$ cat config.mk
export PLATFORM = sky130hd
export DESIGN_NAME = hvac_sequencer
export DESIGN_NICKNAME = d
export VERILOG_FILES = /design/src/rtl/hvac_sequencer.sv
export SDC_FILE = /design/constraint.sdc
export NUM_CORES = 1
export LEC_CHECK = 0
export CORE_MARGIN = 2
export CORE_UTILIZATION = 49
export CTS_CLUSTER_SIZE = 28
export DETAILED_ROUTE_END_ITERATION = 10
export MAX_ROUTING_LAYER = met4
export PLACE_DENSITY = 0.74
export REMOVE_ABC_BUFFERS = 1
export SLEW_MARGIN = 0
export SYNTH_ARGS = -nofsm -noshare
export SYNTH_HDL_FRONTEND = slang
export SYNTH_SLANG_ARGS = --single-unit
$ cat constraint.sdc
create_clock -name clk -period 1.7 [get_ports clk]
set_input_delay 0.17 -clock clk [delete_from_list [all_inputs] [get_ports clk]]
set_output_delay 0.17 -clock clk [all_outputs]
set_load 0.01 [all_outputs]
$ cat src/rtl/hvac_sequencer.sv
// HVAC plant sequencer: fan pre-run, heater/cooler run with minimum on-time,
// fan post-run and a mandatory rest period between runs.
module hvac_sequencer #(
    parameter int unsigned MIN_ON   = 8,
    parameter int unsigned MIN_OFF  = 6,
    parameter int unsigned FAN_LEAD = 2,
    parameter int unsigned FAN_LAG  = 3,
    parameter int unsigned CNT_W    = 8
) (
    input  logic       clk,
    input  logic       rst,
    input  logic       enable,
    input  logic       heat_req,
    input  logic       cool_req,
    output logic       heater_on,
    output logic       cooler_on,
    output logic       fan_on,
    output logic [2:0] state,
    output logic       conflict,
    output logic       resting
);

    typedef enum logic [2:0] {
        StIdle    = 3'd0,
        StFanPre  = 3'd1,
        StRunHeat = 3'd2,
        StRunCool = 3'd3,
        StFanPost = 3'd4,
        StRest    = 3'd5
    } state_e;

    // Last counter value of each timed phase; exit happens on the edge that sees it.
    localparam logic [CNT_W-1:0] LeadLast = CNT_W'(FAN_LEAD - 1);
    localparam logic [CNT_W-1:0] OnLast   = CNT_W'(MIN_ON - 1);
    localparam logic [CNT_W-1:0] LagLast  = CNT_W'(FAN_LAG - 1);
    localparam logic [CNT_W-1:0] OffLast  = CNT_W'(MIN_OFF - 1);

    state_e           state_q, state_d;
    logic [CNT_W-1:0] cnt_q, cnt_d;
    logic             mode_q, mode_d;  // 1 = heat, 0 = cool
    logic             heater_q, heater_d;
    logic             cooler_q, cooler_d;
    logic             fan_q, fan_d;
    logic             conflict_q, conflict_d;
    logic             resting_q, resting_d;
    logic             mode_req;

    always_comb begin
        state_d  = state_q;
        mode_d   = mode_q;
        mode_req = mode_q ? heat_req : cool_req;

        case (state_q)
            StIdle: begin
                if (enable && (heat_req ^ cool_req)) begin
                    state_d = StFanPre;
                    mode_d  = heat_req;
                end
            end
            StFanPre: begin
                if (!mode_req || !enable) begin
                    state_d = StFanPost;
                end else if (cnt_q >= LeadLast) begin
                    state_d = mode_q ? StRunHeat : StRunCool;
                end
            end
            StRunHeat, StRunCool: begin
                if ((cnt_q >= OnLast) && (!mode_req || !enable)) begin
                    state_d = StFanPost;
                end
            end
            StFanPost: begin
                if (cnt_q >= LagLast) begin
                    state_d = StRest;
                end
            end
            StRest: begin
                if (cnt_q >= OffLast) begin
                    state_d = StIdle;
                end
            end
            default: state_d = StIdle;
        endcase

        if (state_d != state_q) begin
            cnt_d = '0;
        end else if (cnt_q == '1) begin
            cnt_d = cnt_q;
        end else begin
            cnt_d = cnt_q + CNT_W'(1);
        end

        // Outputs decoded from the next state so they register alongside it.
        heater_d   = (state_d == StRunHeat);
        cooler_d   = (state_d == StRunCool);
        fan_d      = (state_d == StFanPre) || (state_d == StRunHeat) ||
                     (state_d == StRunCool) || (state_d == StFanPost);
        conflict_d = (state_d == StIdle) && heat_req && cool_req;
        resting_d  = (state_d == StRest);
    end

    always_ff @(posedge clk or posedge rst) begin
        if (rst) begin
            state_q    <= StIdle;
            cnt_q      <= '0;
            mode_q     <= 1'b1;
            heater_q   <= 1'b0;
            cooler_q   <= 1'b0;
            fan_q      <= 1'b0;
            conflict_q <= 1'b0;
            resting_q  <= 1'b0;
        end else begin
            state_q    <= state_d;
            cnt_q      <= cnt_d;
            mode_q     <= mode_d;
            heater_q   <= heater_d;
            cooler_q   <= cooler_d;
            fan_q      <= fan_d;
            conflict_q <= conflict_d;
            resting_q  <= resting_d;
        end
    end

    assign state     = state_q;
    assign heater_on = heater_q;
    assign cooler_on = cooler_q;
    assign fan_on    = fan_q;
    assign conflict  = conflict_q;
    assign resting   = resting_q;

endmodule

==> impl_metrics.yaml <==
outcome:
  outcome: "complete, but fails checks"
  violations: "setup timing"
yosys:
  synth_area_leaders: "dfrtp_1, ha_1, nand2_1"
  synth_warnings: 0
  synth_edf_count: 0
  yosysTopAreaCell: "dfrtp_1"
  netlist_instances: 115
  yosysTopAreaCellShare_pct: 36.3
  synth_area_per_cell_um2: 9.59
  synth_seq_area_share_pct: 38.7
  ys_async_sr_fraction_pct: 100
  synth_cell_type_count: 47
  ys_ff_latch: 17
  syn_area_um2: 1100
  synthFlopType: "dfrtp_1"
clock_tree:
  cts_tree: "yes"
  insertion_delay_ns: 0.32
  cts_buffers: 3
  cts_sinks: 17
  cts.clk_slew.worst_paths_ns: 0.11
  clk_path_buf_depth: 2
  h-tree-depth: 1
  cts-root-buf: "clkbuf_4"
floorplan:
  die_w_um: 51.4
  core_area_um2: 2170
  start_util_pct: 50.8
  fp-row-count: 17
  dieHeight_um: 51.4
  die_area_um2: 2650
  ios: 13
routing:
  vias: 1079
  dr.pass1.iters: 4
  first_iter_violations: 26
  viasPerCell: 5.71
  routed_wl_um: 3200
  wl_per_cell_um: 16.9
  drc: 0
  ant_nets: 0
sta:
  rsz0062_at_grt: "yes"
  layout_setup_ws_ns: -0.136
  setup_viol: 14
  fmax_mhz: 545
  slew_headroom_pct: 74.7
  fin_skew_ns: 0.00283
  slew_violations: 0
  tightest_slew_ns: 0.377
  period_minus_slack_ns: 1.84
  min_period_over_period_pct: 108
  hold_viol_final: 0
layout:
  drive_gt1_share_pct: 44.7
  n_antenna_cell: 0
  n_fill_cell: 135
  final_cell_area_um2: 1670
  area_growth_pct: 51.1
  finalNetCount: 171
worst_setup_path:
  r2r_end: "conflict"
  r2r-start: "cnt_q[3]"
  r2r_slack_ns: -0.14
  critPathSlowestCell: "dfrtp_2"
  cp.required_ns: 1.96
  criticalPathCategory: "reg -> reg"
  cp_slowest_stage_delay_ns: 0.47
  end_kind: "flop"
  worstPathCellList: "nor4_4 > nand4_2 > buf_6 > o21a_1 > nor3_4 > and3_1"
  reg2regPathDepth: 6
  startpoint_type: "flop"
  critical_path.max_fanout: 3
  critPathArrivalTime_ns: 2.10
grt:
  antenna_found_initial: 0
  grt_usage_pct: 26.7
  grt_pass1_vias: 1065
  grt_pass1_wl_um: 5020
  grt.overflow.total: 0
  grt_max_degree: 18
placed_design:
  place_ws_ns: -0.303
  dp_hpwl_um: 1970
  port_buffers: 12
  dpl_cell_area_um2: 1400
  place.gp.congestion: 0.920
pwr:
  total_leakage_power_nw: 0.742
  ir_worst_vdd_mv: 1.22
  powerDensity_nw_per_um2: 1600
  p_total_mw: 2.67
flow_run:
  cap_viol_max_count: 0
min_path:
  min_path_type: "in -> async"
-- metrics by stage --
step | std cells | TNS, ns | utilization [%] | hold slack (ns)
6_report | 189 | -0.599 | 76.8 | 0.144
5_1_grt | 189 | -1.37 | 76.8 | 0.192
4_1_cts | 184 | -0.484 | 70.3 | 0.176
3_5_place_dp | 173 | -3.67 | 64.6 | 0.502
3_3_place_gp | 173 | -2.97 | 64.6 | 0.497
2_1_floorplan | 110 | -0.442 | - | 0.0953
-- sequential cells by signal, indices dropped and copies added (netlist names) --
signal and flops:
cnt_q 8, conflict 1, cooler_on 1, fan_on 1, heater_on 1, mode_q 1
resting 1, state 3
-- synth_stat cells, types with 2 or more instances --
cell type	count
dfrtp_1	16
buf_2	2
a41o_1	2
nand2b_1	4
xnor2_1	2
ha_1	4
nor2_1	8
inv_1	6
mux2i_1	3
o21ai_0	4
a21oi_1	3
nand2_1	11
and2_1	2
nor3_1	7
o21a_1	3
clkbuf_1	2
nand4_1	4
nand3_1	3
-- what timing repair did --
action,in CTS,in global routing
buffers inserted,7,5
setup endpoints to repair,15,16
pin swaps,15,12
hold buffers,0,0
gates resized for setup,12,24
hold endpoints to repair,0,0
-- cells in the final DEF, fill, tap and decap left out, types with 4 or more instances in the layout --
| master | synthesis | layout |
|---|---|---|
| buf_4 | 0 | 32 |
| clkdlybuf4s50_1 | 0 | 12 |
| dfrtp_1 | 16 | 11 |
| nand2_1 | 11 | 10 |
| nor2_1 | 8 | 7 |
| inv_1 | 6 | 5 |
| nor3_1 | 7 | 5 |
| dfrtp_2 | 0 | 5 |
| nand4_1 | 4 | 4 |
-- layout make-up --
class / count / area, µm² / area share, %
flip-flops and latches: 17 / 433 / 26.0
well taps: 28 / 35.0 / 2.10
clock inverters: 1 / 5.00 / 0.301
repair buffers: 47 / 394 / 23.7
multi-input cells: 87 / 753 / 45.2
clock buffers: 3 / 22.5 / 1.35
inverters: 6 / 22.5 / 1.35
-- critical path, delay by kind of cell (launching register included) --
kind	cells	cell delay, ns
compound gates	1	0.19
simple gates	4	0.96
buf+inv	1	0.16
flops	1	0.47
-- how the worst max path moves through the flow --
stage,startpoint,end,slack (ns),depth (start not counted)
2_1_floorplan,mode_q,cnt_q[0],-0.06,5
3_3_place_gp,cool_req,conflict,-0.26,6
3_5_place_dp,cool_req,cnt_q[7],-0.30,6
4_1_cts,cnt_q[5],cnt_q[4],-0.12,5
5_1_grt,cnt_q[3],cnt_q[4],-0.20,5
6_report,cnt_q[3],conflict,-0.14,6
-- report_power, final --
group          leakage, nW  switching [mW]  internal, mW
sequential           0.213           0.111         0.533
clock               0.0177           0.154        0.0884
combinational        0.511           0.882         0.903
total                0.742            1.15          1.52
-- cells by family (layout without fill, tap and decap cells) --
group	count (synthesis)	count (layout)	synth area share (%)
simple gates	53	53	29.6
compound gates	23	23	16.3
xor+xnor	3	3	2.38
buf+inv	11	57	4.65
flops	17	17	38.7
mux	4	4	3.75
fa+ha+maj	4	4	4.54
-- layer usage --
layer	global-route usage (%)	share of wire [%]	up-vias
met2	44.7	52	23
met3	3.22	3.8	6
met1	32.1	42	536
met5	-	0	-
li1	-	-	514
met4	12.7	2.0	0
Note: power is estimated with default switching activity, not from simulation.
